[src/rtl/iter_cell_comparator.sv]
// Registered magnitude comparator built from an MSB initial cell, typical cells and an LSB final cell.
// Define ITER_CELL_PIPE_EN to add a register stage at bit WIDTH/2 (latency 2 instead of 1).
module iter_cell_comparator #(
  parameter int WIDTH = 8
) (
  input  logic             clk,
  input  logic             rst_n,
  input  logic [WIDTH-1:0] x,
  input  logic [WIDTH-1:0] y,
  input  logic             k,
  input  logic             z,
  input  logic             l,
  output logic             gt,
  output logic             lt,
  output logic             eq,
  output logic             res,
  output logic             valid
);

  localparam int P = WIDTH / 2;

  logic [WIDTH-1:0] x_q, y_q;
  logic             k_q, z_q, ld_q;

  // Cell outputs indexed by bit position; *_in are the inputs of cell gi.
  logic [WIDTH-1:0] sx, sy, sk;
  logic [WIDTH-2:0] sx_in, sy_in, sk_in;
  logic [WIDTH-2:0] xb, yb;
  logic             z_f;

  logic gt_q, lt_q, eq_q, res_q, valid_q;

  always_ff @(posedge clk or negedge rst_n) begin
    if (!rst_n) begin
      x_q  <= '0;
      y_q  <= '0;
      k_q  <= 1'b0;
      z_q  <= 1'b0;
      ld_q <= 1'b0;
    end else begin
      ld_q <= l;
      if (l) begin
        x_q <= x;
        y_q <= y;
        k_q <= k;
        z_q <= z;
      end
    end
  end

  // Initial cell: in signed mode the MSB is a sign bit, so the decision is inverted.
  assign sk[WIDTH-1] = ld_q;
  assign sx[WIDTH-1] = ld_q & (k_q ? (~x_q[WIDTH-1] & y_q[WIDTH-1])
                                   : (x_q[WIDTH-1] & ~y_q[WIDTH-1]));
  assign sy[WIDTH-1] = ld_q & (k_q ? (x_q[WIDTH-1] & ~y_q[WIDTH-1])
                                   : (~x_q[WIDTH-1] & y_q[WIDTH-1]));

`ifdef ITER_CELL_PIPE_EN
  logic           sxp_q, syp_q, skp_q, zp_q;
  logic [P-1:0]   xp_q, yp_q;

  always_ff @(posedge clk or negedge rst_n) begin
    if (!rst_n) begin
      sxp_q <= 1'b0;
      syp_q <= 1'b0;
      skp_q <= 1'b0;
      zp_q  <= 1'b0;
      xp_q  <= '0;
      yp_q  <= '0;
    end else begin
      sxp_q <= sx[P];
      syp_q <= sy[P];
      skp_q <= sk[P];
      zp_q  <= z_q;
      xp_q  <= x_q[P-1:0];
      yp_q  <= y_q[P-1:0];
    end
  end

  assign z_f = zp_q;
`else
  assign z_f = z_q;
`endif

  genvar gi;
  generate
    for (gi = 0; gi < WIDTH - 1; gi++) begin : g_cell
`ifdef ITER_CELL_PIPE_EN
      if (gi == P - 1) begin : g_brk
        assign sx_in[gi] = sxp_q;
        assign sy_in[gi] = syp_q;
        assign sk_in[gi] = skp_q;
      end else begin : g_lnk
        assign sx_in[gi] = sx[gi+1];
        assign sy_in[gi] = sy[gi+1];
        assign sk_in[gi] = sk[gi+1];
      end
      if (gi < P) begin : g_lo
        assign xb[gi] = xp_q[gi];
        assign yb[gi] = yp_q[gi];
      end else begin : g_hi
        assign xb[gi] = x_q[gi];
        assign yb[gi] = y_q[gi];
      end
`else
      assign sx_in[gi] = sx[gi+1];
      assign sy_in[gi] = sy[gi+1];
      assign sk_in[gi] = sk[gi+1];
      assign xb[gi]    = x_q[gi];
      assign yb[gi]    = y_q[gi];
`endif
      // A decision made higher up blocks any contrary decision below it.
      assign sx[gi] = sx_in[gi] | (sk_in[gi] & ~sy_in[gi] &  xb[gi] & ~yb[gi]);
      assign sy[gi] = sy_in[gi] | (sk_in[gi] & ~sx_in[gi] & ~xb[gi] &  yb[gi]);
      assign sk[gi] = sk_in[gi];
    end
  endgenerate

  // Final stage: sk[0] marks a live load reaching the LSB; flags hold otherwise.
  always_ff @(posedge clk or negedge rst_n) begin
    if (!rst_n) begin
      gt_q    <= 1'b0;
      lt_q    <= 1'b0;
      eq_q    <= 1'b0;
      res_q   <= 1'b0;
      valid_q <= 1'b0;
    end else begin
      valid_q <= sk[0];
      if (sk[0]) begin
        gt_q  <= sx[0];
        lt_q  <= sy[0];
        eq_q  <= ~sx[0] & ~sy[0];
        res_q <= sx[0] | (z_f & ~sx[0] & ~sy[0]);
      end
    end
  end

  assign gt    = gt_q;
  assign lt    = lt_q;
  assign eq    = eq_q;
  assign res   = res_q;
  assign valid = valid_q;

endmodule

[config.mk]
export PLATFORM = sky130hd
export DESIGN_NAME = iter_cell_comparator
export DESIGN_NICKNAME = d
export VERILOG_FILES = /design/src/rtl/iter_cell_comparator.sv
export SDC_FILE = /design/constraint.sdc
export NUM_CORES = 1
export LEC_CHECK = 0
export CAP_MARGIN = 20
export CORE_AREA = 10 10 64 66
export DETAILED_ROUTE_END_ITERATION = 7
export DIE_AREA = 0 0 74 76
export GPL_ROUTABILITY_DRIVEN = 0
export GPL_TIMING_DRIVEN = 0
export HOLD_SLACK_MARGIN = 0.15
export SLEW_MARGIN = 20
export SYNTH_ARGS = -nofsm -noshare
export SYNTH_HDL_FRONTEND = slang
export SYNTH_SLANG_ARGS = --single-unit
[constraint.sdc]
create_clock -name clk -period 1.74 [get_ports clk]
set_input_delay 0.348 -clock clk [delete_from_list [all_inputs] [get_ports clk]]
set_output_delay 0.348 -clock clk [all_outputs]
set_load 0.1 [all_outputs]
# [After elaboration in Yosys (flattened, before gate mapping)]
# Index checks and enable logic that the tools add are counted.
[totals] word_cells=108 ff_bits=24 output_inout_bits=5
[classes] n_mux=2 bitwise=96
[op_table] op="1-bit AND" n=49
[op_table] op="1-bit inverter" n=32
[op_table] op="1-bit bitwise OR" n=15
[op_table] op="1-bit two-way mux" n=2

# [Depth between registers and ports, before layout]
# Gate-level depths: netlist of run 1.
[depth] word_depth=43 ltp_mapped=6 depth_no_buf=6

# [Worst setup path before layout of run 1]
# OpenSTA, ideal clock, no wires.
[synth_path] kind="reg2reg" from="register x_q[7]" to="register res_q (netlist: res)" n_path_buf=0 setup_time_ns=0.126 path_slack_ns=0.165 required_time_ns=1.614 path_stages_with_launch=6 arrival_time_ns=1.448 period_less_slack_ns=1.575 cell_sequence="dfrtp_1 a21o_1 o22a_1 o311ai_2 o211ai_1 a221o_1"
[synth_via] elab_chain_cells=43 elab_cells_between_ends=82 classes_between="2 x mux; 80 x bitwise"
[synth_lines] item="start, declared" line="22" source="logic [WIDTH-1:0] x_q, y_q;"
[synth_lines] item="start signal, assigned" line="35" source="x_q <= '0;"
[synth_lines] item="start signal, assigned" line="43" source="x_q <= x;"
[synth_lines] item="1-bit inverter" line="53, 56"
[synth_lines] item="1-bit AND" line="53, 56"
[synth_lines] item="1-bit two-way mux" line="55" source="assign sy[WIDTH-1] = ld_q & (k_q ? (x_q[WIDTH-1] & ~y_q[WIDTH-1])"
[synth_lines] item="1-bit AND" line="55"
[synth_lines] item="1-bit inverter" line="113" source="assign sx[gi] = sx_in[gi] | (sk_in[gi] & ~sy_in[gi] & xb[gi] & ~yb[gi]);"
[synth_lines] item="1-bit AND (3 in series)" line="113"
[synth_lines] item="1-bit bitwise OR" line="113"
[synth_lines] item="1-bit inverter" line="114" source="assign sy[gi] = sy_in[gi] | (sk_in[gi] & ~sx_in[gi] & ~xb[gi] & yb[gi]);"
[synth_lines] item="[... 20 more ...]"
[synth_lines] item="1-bit AND (3 in series)" line="114"
[synth_lines] item="1-bit bitwise OR" line="114"
[synth_lines] item="1-bit inverter" line="113"
[synth_lines] item="1-bit AND (3 in series)" line="113"
[synth_lines] item="1-bit bitwise OR" line="113"
[synth_lines] item="1-bit inverter" line="133" source="res_q <= sx[0] | (z_f & ~sx[0] & ~sy[0]);"
[synth_lines] item="1-bit AND (2 in series)" line="133"
[synth_lines] item="1-bit bitwise OR *" line="133"
[synth_lines] item="end signal, assigned" line="133"
[synth_lines] item="end, declared" line="31" source="logic gt_q, lt_q, eq_q, res_q, valid_q;"
# Every way passes the cells marked *; elsewhere a longest branch is shown, timed or not.
# A chain may end at the register's enable or synchronous reset.

# [Worst setup path after layout of run 1]
# Ends and elaborated chain as after synthesis.

==> flow_summary_export.csv, run 1 <==
group,metric,value,unit
power,ir_drop,505,uV
place,io_buffers,25,
power,leakagePower,0.628,nW
min_path,hold_class,"in -> reg",
power,p_per_area,964,nW/um^2
die,start_util,37.7,%
logic_synthesis,syn_avg_cell_area,10.8,um^2
power,total_power,1.40,mW
detailed_routing,vias,859,
sta,holdWs,0.498,ns
cts,cts_made_buffers,3,
cts,cts_tree,"yes",
sta,period_share,98.6,%
worst_setup_path,critPathKind,"reg -> reg",
job,max-cap-violations,0,
logic_synthesis,synth_cell_types,25,
final_layout,final_cells,166,
die,rows,20,
detailed_routing,drt_iter0_drc,69,
worst_setup_path,end_kind,"register",
worst_setup_path,crit_buf_inv,0,
final_layout,drive_above_1_share,21.8,%
cts,cts.sinks,24,
place,place_area,1400,um^2
logic_synthesis,synthCells,102,
sta,post-route-min-period,1.72,ns
detailed_routing,first_pass_iters,4,
sta,tightest_slew,0.548,ns
worst_setup_path,rrSetupSlack,0.02,ns
logic_synthesis,synth-seq-cells,24,
sta,rsz0062_at_grt,"true",
global_routing,grt.total_usage,8.59,%
final_layout,nNetsFinal,156,
final_layout,layout_common_cells,"dfrtp_1, clkdlybuf4s50_1, nand2_1, o21ai_0, mux2_2",
worst_setup_path,critPathTopFamily,"compound AO/OA/AOI/OAI gates",
global_routing,antenna_found_initial,0,
global_routing,grt_pass1_vias,861,
worst_setup_path,crit_slowest_cell,"dfrtp_2",
worst_setup_path,crit_fanout,5,
logic_synthesis,ys_warn_count,0,
global_routing,grt_pass1_wl,3920,um
global_routing,grt_max_degree,25,
logic_synthesis,synth_area,1100,um^2
logic_synthesis,ys_seq_area_share,54.4,%
place,dpl.cell_count,160,
sta,report.final.slew_viol_count,0,
cts,cts-htree-levels,1,
die,die_y,76,um
detailed_routing,wl_per_cell,14.3,um
detailed_routing,wirelength,2370,um
place,dp_hpwl,1810,um
die,die_area,5620,um^2
die,core-area,2930,um^2
final_layout,area_delta_synth_final,31.2,%
worst_setup_path,critical-path-max-stage-delay,0.46,ns
sta,finalSetupViolations,0,
sta,maxSlewHeadroom,63.6,%
detailed_routing,antenna_left,0,
final_layout,fin_area,1450,um^2
final_layout,layout_commonest_cell,"dfrtp_1",
worst_setup_path,critical_path.cell_chain,"a21o_1, o22a_1, o311ai_2, o211ai_1, a221o_1",
worst_setup_path,start_kind,"register",
sta,finalClockSkew,0.0127,ns
cts,insertion_delay,0.31,ns
detailed_routing,post-route-drc-count,0,
sta,fmax,0.583,GHz
cts,clkTransAtPathRegs,0.14,ns
cts,cts_buffer_depth,2,
cts,clockRootBuffer,"clkbuf_4",
die,io_pins,26,
global_routing,gr-total-overflow,0,
sta,hold_violations,0,
final_layout,fillers,269,
worst_setup_path,crit_arrival,1.92,ns
die,die_w,74,um
run_status,status,"completed",
detailed_routing,via_per_inst,5.17,
logic_synthesis,synth_fp_nets,123,
final_layout,antenna_cells,0,
worst_setup_path,worstPathRequired,1.94,ns
-- area by class of cell --
class                           instances  area, um^2  area share [%]
Buffer                                  3        13.8           0.951
Clock buffer                            3        22.5            1.56
Inverter                                9        33.8            2.33
Multi-Input combinational cell         66         458            31.6
Sequential cell                        24         602            41.6
Tap cell                               33        41.3            2.85
Timing Repair Buffer                   28         277            19.1
-- report_power, final --
part / internal (mW) / switching [mW]
logic: 0.171 / 0.306
clock network: 0.0808 / 0.165
registers: 0.624 / 0.0481
-- through the flow --
stage | setup TNS (ns) | utilization, % | worst slack [ns]
global route | -0.0504 | 49.4 | -0.0504
floorplan | 0 | - | 0.165
finish | 0 | 49.4 | 0.0238
global placement | -3.89 | 47.6 | -0.476
CTS | 0 | 48.7 | 0.0167
detailed placement | -4.07 | 47.6 | -0.475
-- logic make-up (layout without fill, tap and decap cells) --
kind of cell	Yosys count	in the layout	share of synthesized area [%]
DFF	24	24	54.4
buffers and inverters	12	43	4.08
AOI/OAI and AO/OA	28	28	16.3
and+or+nand+nor	23	23	10.3
adders and majority gates	5	5	4.65
muxes	10	10	10.2
-- synthesized netlist by cell type, drive strengths merged --
library cell,instances,area share [%]
o21ai,13,5.9
nor2,2,0.68
a21o,2,1.4
a31oi,1,0.57
o22a,1,0.79
inv,9,3.1
a221o,1,0.91
nand2,12,4.1
mux2,10,10
maj3,5,4.6
o211ai,1,0.68
nand2b,2,1.1
o21ba,1,0.91
nor3,2,0.91
o311ai,1,1.5
or3,1,0.57
nor2b,4,2.9
clkbuf,3,1.0
o221a,1,1.0
dfrtp,24,54
a21oi,6,2.7
-- metal layers --
layer	global-route usage, %	vias up	wire length [um]
met2	13.8	18	1170
met3	2.08	4	105
met1	10.6	420	1050
met4	3.17	0	37
met5	0	-	0
li1	-	417	-
-- registers in the layout, indices dropped and copies added, names as in the netlist --
register / flops
valid: 1
res: 1
eq: 1
y_q: 8
z_f: 1
lt: 1
ld_q: 1
k_q: 1
x_q: 8
gt: 1
-- worst paths after layout --
| kind | start | to | cells past startpoint |
|---|---|---|---|
| min in group asynchronous | rst_n | x_q[6] | 2 |
| worst max register to register | x_q[7] | res | 5 |
| max in group asynchronous | rst_n | x_q[7] | 2 |
| worst min-delay path | l | ld_q | 1 |
| worst max-delay path | x_q[7] | res | 5 |
| worst min register to register | gt | gt | 1 |
-- what timing repair did --
item,in CTS,in global routing
endpoints found under the setup margin,9,7
hold buffers,0,1
gates resized for setup,16,4
endpoints found under the hold margin,0,24
pin swaps,0,1
setup buffers,0,2
(Power assumes the default switching activity.)
==> run 2, diff against run 1 <==
--- a/config.mk
+++ b/config.mk
@@ -11,7 +11,7 @@
 export DIE_AREA = 0 0 74 76
 export GPL_ROUTABILITY_DRIVEN = 0
 export GPL_TIMING_DRIVEN = 0
-export HOLD_SLACK_MARGIN = 0.15
+export HOLD_SLACK_MARGIN = 0.03
 export SLEW_MARGIN = 20
 export SYNTH_ARGS = -nofsm -noshare
 export SYNTH_HDL_FRONTEND = slang
==> run 2 against run 1 <==
The flow now finishes with violations (hold timing). First-iteration DRC count shrank 30%. Largest power group unchanged. Highest routed layer unchanged. Maximum frequency is the same. Hold slack lost 0.51 ns. Sequential power is essentially flat. Final cell count shrank 0.60%. Critical path type unchanged. Clock skew is the same. Non-clock buffer count shrank 1. Routed wire length shrank 0.59%. Combinational power is essentially flat. Count of clock-buffer cells in the layout is the same.
==> flow_summary_export.csv, run 2 (same netlist as run 1, synthesis figures left out) <==
group,metric,value,unit
cts,insertion_delay,0.31,ns
worst_setup_path,worstPathRequired,1.94,ns
worst_setup_path,end_kind,"register",
global_routing,grt_pass1_wl,3920,um
die,core-area,2930,um^2
worst_setup_path,crit_slowest_cell,"dfrtp_2",
sta,rsz0062_at_grt,"true",
run_status,status,"finished, violations left",
final_layout,fillers,270,
detailed_routing,wirelength,2360,um
sta,setup_ws,0.0238,ns
worst_setup_path,start_kind,"register",
sta,finalClockSkew,0.0127,ns
sta,tightest_slew,0.548,ns
final_layout,antenna_cells,0,
job,max-cap-violations,0,
detailed_routing,post-route-drc-count,0,
sta,hold_violations,12,
worst_setup_path,crit_buf_inv,0,
die,die_w,74,um
worst_setup_path,critical-path-max-stage-delay,0.46,ns
worst_setup_path,critical_path.cell_chain,"a21o_1, o22a_1, o311ai_2, o211ai_1, a221o_1",
cts,clockRootBuffer,"clkbuf_4",
global_routing,grt_max_degree,25,
power,leakagePower,0.624,nW
global_routing,antenna_found_initial,0,
sta,fmax,0.583,GHz
sta,finalSetupViolations,0,
cts,cts-htree-levels,1,
worst_setup_path,critPathTopFamily,"compound AO/OA/AOI/OAI gates",
run_status,violations,"hold timing",
detailed_routing,antenna_left,0,
sta,report.final.slew_viol_count,0,
worst_setup_path,rrSetupSlack,0.02,ns
cts,cts.sinks,24,
detailed_routing,route.met3.wl,105,um
power,ir_drop,505,uV
detailed_routing,drt_iter0_drc,48,
sta,maxSlewHeadroom,63.6,%
die,start_util,37.7,%
place,dp_hpwl,1810,um
power,p_per_area,970,nW/um^2
cts,cts_hold_buf,0,
final_layout,drive_above_1_share,22.0,%
detailed_routing,wl_per_cell,14.3,um
min_path,hold_class,"in -> async",
detailed_routing,via_per_inst,5.18,
global_routing,grt.total_usage,8.59,%
place,place_area,1400,um^2
place,io_buffers,25,
global_routing,grt_pass1_vias,861,
cts,cts_buffer_depth,2,
detailed_routing,first_pass_iters,4,
detailed_routing,wl_met1,1050,um
final_layout,reg_top3,"x_q x8, y_q x8",
cts,cts_made_buffers,3,
detailed_routing,vias,855,
sta,holdWs,-0.00690,ns
sta,post-route-min-period,1.72,ns
sta,period_share,98.6,%
final_layout,layout_commonest_cell,"dfrtp_1",
worst_setup_path,crit_arrival,1.92,ns
cts,cts_tree,"yes",
final_layout,fin_area,1440,um^2
power,total_power,1.39,mW
die,io_pins,26,
worst_setup_path,crit_fanout,5,
detailed_routing,wl_met2,1160,um
final_layout,nNetsFinal,155,
final_layout,area_delta_synth_final,30.3,%
place,preCtsSetupSlack,-0.475,ns
die,rows,20,
final_layout,layout_common_cells,"dfrtp_1, clkdlybuf4s50_1, nand2_1, o21ai_0, mux2_2",
die,die_area,5620,um^2
global_routing,gr-total-overflow,0,
detailed_routing,topRoutingLayerUsed,"met4",
worst_setup_path,critPathKind,"reg -> reg",
die,die_y,76,um
cts,clkTransAtPathRegs,0.14,ns
[run 2: cell types whose count changed in the layout (fill, tap and decap cells not counted), sizes merged]
cell,change
dlygate4sd3,-1
[run 2: power by group]
group	leakage (nW)	internal [mW]	total [mW]	switching [mW]
Sequential	0.283	0.624	0.672	0.0481
Combinational	0.327	0.170	0.476	0.306
Clock	0.0138	0.0808	0.246	0.165
Total	0.624	0.874	1.39	0.519
[run 2: what timing repair did]
| action | in CTS | in global routing |
|---|---|---|
| setup buffers | 0 | 2 |
| endpoints found under the setup margin | 9 | 7 |
| gates resized for setup | 16 | 4 |
| pin swaps | 0 | 1 |
[run 2: layer usage]
metal / up-vias / GRT usage [%]
met1: 418 / 10.6
met3: 4 / 2.08
met5: - / 0
met2: 18 / 13.8
li1: 415 / -
met4: 0 / 3.17
[run 2: path summary, 6_finish.rpt]
| check | startpoint | endpoint | depth (start not counted) |
|---|---|---|---|
| min | rst_n | x_q[6] | 1 |
| max | x_q[7] | res | 5 |
| max in group asynchronous | rst_n | x_q[7] | 1 |
| max reg2reg | x_q[7] | res | 5 |
| min reg2reg | gt | gt | 1 |
| min in group clk | l | ld_q | 1 |
[run 2: through the flow]
step,hold slack (ns),util [%],setup TNS (ns),std cells
after detailed placement,0.475,47.6,-4.07,160
after floorplan,0.0524,-,0,102
final,-0.00690,49.1,0,165
after CTS,0.493,48.7,0,163
after global placement,0.472,47.6,-3.89,160
after global routing,0.0338,49.1,-0.0504,165
[run 2: cell type report]
| type | count | area (um^2) | area share (%) |
|---|---|---|---|
| Tap cell | 33 | 41.3 | 2.87 |
| Inverter | 9 | 33.8 | 2.35 |
| Buffer | 3 | 13.8 | 0.957 |
| Timing Repair Buffer | 27 | 267 | 18.5 |
| Clock buffer | 3 | 22.5 | 1.57 |
| Sequential cell | 24 | 602 | 41.9 |
| Multi-Input combinational cell | 66 | 458 | 31.9 |
[run 2: worst reg2reg max path: stages (launching register included)]
cell and delay, ns:
dfrtp_2 0.46, a21o_1 0.19, o22a_1 0.23, o311ai_2 0.25
o211ai_1 0.18, a221o_1 0.28
==> run 3, diff against run 2 <==
--- a/config.mk
+++ b/config.mk
@@ -5,10 +5,12 @@
 export SDC_FILE = /design/constraint.sdc
 export NUM_CORES = 1
 export LEC_CHECK = 0
+export ABC_AREA = 1
 export CAP_MARGIN = 20
-export CORE_AREA = 10 10 64 66
+export CORE_AREA = 10 10 68 70
+export CTS_BUF_LIST = sky130_fd_sc_hd__clkbuf_8
 export DETAILED_ROUTE_END_ITERATION = 7
-export DIE_AREA = 0 0 74 76
+export DIE_AREA = 0 0 78 80
 export GPL_ROUTABILITY_DRIVEN = 0
 export GPL_TIMING_DRIVEN = 0
 export HOLD_SLACK_MARGIN = 0.03
==> run 3 against run 2 <==
The flow finishes with violations (setup timing). Hold slack gained 0.065 ns. Core utilization is 4.4 points higher. Critical path depth increased by 13. First-iteration DRC count rose by 25%. Clock skew shrank 0.0094 ns. Power is 14% higher. Global-route usage rose by 1.7 points. Sequential cell count unchanged. Largest power group unchanged. Highest routed layer unchanged.
==> flow_summary_export.csv, run 3 <==
group,metric,value,unit
run_status,status,"finished, violations left",
run_status,violations,"setup timing",
place,io_buffers,25,
worst_setup_path,critPathKind,"reg -> reg",
detailed_routing,drt_iter0_drc,60,
sta,maxSlewHeadroom,63.3,%
detailed_routing,vias,1157,
die,die_y,80,um
logic_synthesis,synth_most_common_cell,"nand2_1",
logic_synthesis,synth-seq-cells,24,
logic_synthesis,ys.flop_type,"dfrtp_1",
cts,clkTransAtPathRegs,0.09,ns
logic_synthesis,synth_commonest_cells,"nand2_1, dfrtp_1, o21ai_0",
worst_setup_path,start_kind,"register",
detailed_routing,post-route-drc-count,0,
worst_setup_path,crit_fanout,4,
logic_synthesis,syn_avg_cell_area,7.85,um^2
global_routing,grt_max_degree,25,
worst_setup_path,crit_arrival,1.98,ns
sta,period_share,104,%
detailed_routing,first_pass_iters,4,
sta,hold_violations,0,
worst_setup_path,worstPathRequired,1.90,ns
sta,report.final.slew_viol_count,0,
final_layout,fillers,324,
cts,cts_made_buffers,3,
final_layout,antenna_cells,0,
sta,finalSetupTns,-0.140,ns
sta,finalClockSkew,0.00333,ns
sta,tightest_slew,0.551,ns
die,rows,21,
die,die_w,78,um
detailed_routing,wirelength,3350,um
detailed_routing,wl_per_cell,13.9,um
logic_synthesis,ys_warn_count,0,
cts,cts.sinks,24,
final_layout,area_delta_synth_final,39.8,%
final_layout,reg_top3,"x_q x8, y_q x8",
logic_synthesis,synth_cell_types,20,
logic_synthesis,ys_top_cells_by_area,"dfrtp_1, nand2_1, o21ai_0, nand3_1, nand3_2",
cts,cts_hold_buf,0,
die,io_pins,26,
power,ir_drop,413,uV
final_layout,layout_common_cells,"nand2_1, dfrtp_1, clkdlybuf4s50_1, o21ai_0, nand3_2",
logic_synthesis,synth-edff-count,0,
place,dp_hpwl,2280,um
die,start_util,38.2,%
logic_synthesis,async_flop_share,100,%
cts,insertion_delay,0.27,ns
sta,rsz0062_at_grt,"true",
global_routing,grt.total_usage,10.3,%
power,leakagePower,0.798,nW
sta,setup_ws,-0.0774,ns
power,p_per_area,908,nW/um^2
final_layout,nNetsFinal,219,
logic_synthesis,yosysTopAreaCellShare,47.8,%
global_routing,grt_pass1_vias,1184,
logic_synthesis,synth_area_leader_cell,"dfrtp_1",
final_layout,multiInputGateArea,603,um^2
logic_synthesis,synth_area,1260,um^2
worst_setup_path,rrSetupSlack,-0.08,ns
final_layout,layout_commonest_cell,"nand2_1",
place,place_area,1560,um^2
final_layout,fin_area,1760,um^2
sta,fmax,0.550,GHz
worst_setup_path,cp-endpoint,"res",
cts,clockRootBuffer,"clkbuf_8",
worst_setup_path,ff2ff_path_depth,18,
sta,post-route-min-period,1.82,ns
job,max-cap-violations,0,
detailed_routing,via_per_inst,4.78,
final_layout,drive_above_1_share,35.7,%
cts,cts_tree,"yes",
logic_synthesis,synthCells,160,
min_path,hold_class,"in -> async",
cts,cts-htree-levels,1,
logic_synthesis,ys_seq_area_share,47.8,%
global_routing,antenna_found_initial,0,
worst_setup_path,startpoint,"y_q[7]",
detailed_routing,antenna_left,0,
worst_setup_path,reg2reg_from,"y_q[7]",
logic_synthesis,synth_fp_nets,181,
die,core-area,3280,um^2
sta,finalSetupViolations,3,
worst_setup_path,reg2reg_to,"res",
cts,cts_buffer_depth,2,
final_layout,final_cells,242,
die,die_area,6240,um^2
global_routing,grt_pass1_wl,5300,um
final_layout,seqCellArea,606,um^2
global_routing,gr-total-overflow,0,
place,dpl.cell_count,231,
worst_setup_path,end_kind,"register",
## run 3: cell count changes in the layout (fill, tap and decap cells not counted), sizes merged, moves of 2 or more
cell	previous run	this run
o21ai	13	17
buf	3	10
a21oi	6	1
nor2b	4	0
inv	9	27
nand2b	2	0
mux2	10	2
nor3	2	9
nand3	0	21
nor2	2	9
nand2	12	44
maj3	5	0
a21o	2	0
## run 3: worst min path at each step
stage	startpoint	end	slack, ns	cells after the start
floorplan	rst_n	eq	0.05	0
global placement	z_f	res	0.45	2
detailed placement	z_f	res	0.47	2
CTS	z_f	res	0.49	2
global route	rst_n	x_q[7]	0.09	1
finish	rst_n	x_q[7]	0.06	1
## run 3: cell families after synthesis
family / Yosys count / share of synthesized area [%]
muxes: 2 / 1.79
DFF: 24 / 47.8
and+or+nand+nor: 83 / 32.8
buffers and inverters: 32 / 9.86
AOI/OAI and AO/OA: 19 / 7.77
## run 3: what timing repair did
item | CTS | global route
pin swaps | 0 | 12
gates resized for setup | 20 | 24
setup buffers | 3 | 5
setup endpoints to repair | 8 | 4
## run 3: layout make-up
class / count / share of cell area [%]
tap: 46 / 3.28
inverter: 27 / 6.48
timing repair buffer: 33 / 17.9
sequential: 24 / 34.5
multi-input combinational: 104 / 34.3
buffer: 5 / 1.14
clock buffer: 3 / 2.35
## run 3: worst max-delay path, stage by stage (launching register included)
cell and delay (ns):
dfrtp_2 0.46, inv_4 0.10, nand3_2 0.08, nand3_2 0.11
nand2_2 0.06, nand2_2 0.08, nand2_2 0.05, inv_2 0.07
nand2_2 0.05, inv_2 0.06, nand2_1 0.06, inv_2 0.06
nand2_2 0.05, nor2_1 0.13, nor2_2 0.06, nand2_2 0.09
nor2_2 0.04, nand2_1 0.04, nand2_1 0.05
## run 3: metal layers
metal	track usage [%]	wire length, um
met5	0	0
met2	17.9	1770
met1	12.2	1360
met4	4.30	74
met3	1.91	145
## run 3: through the flow
step           hold WS, ns  power (mW)  utilization, %  setup WS [ns]
2_1_floorplan       0.0524        1.05               -          0.139
3_3_place_gp         0.452        1.19            47.6        -0.0803
3_5_place_dp         0.473        1.21            47.6         -0.133
4_1_cts              0.493        1.54            50.3        -0.0263
5_1_grt             0.0915        1.67            53.5         -0.217
6_report            0.0582        1.59            53.5        -0.0774
## run 3: report_power, final
part	internal (mW)	leakage (nW)	total, mW	switching (mW)
clock	0.155	0.0216	0.335	0.180
sequential	0.621	0.282	0.668	0.0466
combinational	0.191	0.494	0.592	0.401
total	0.968	0.798	1.59	0.627
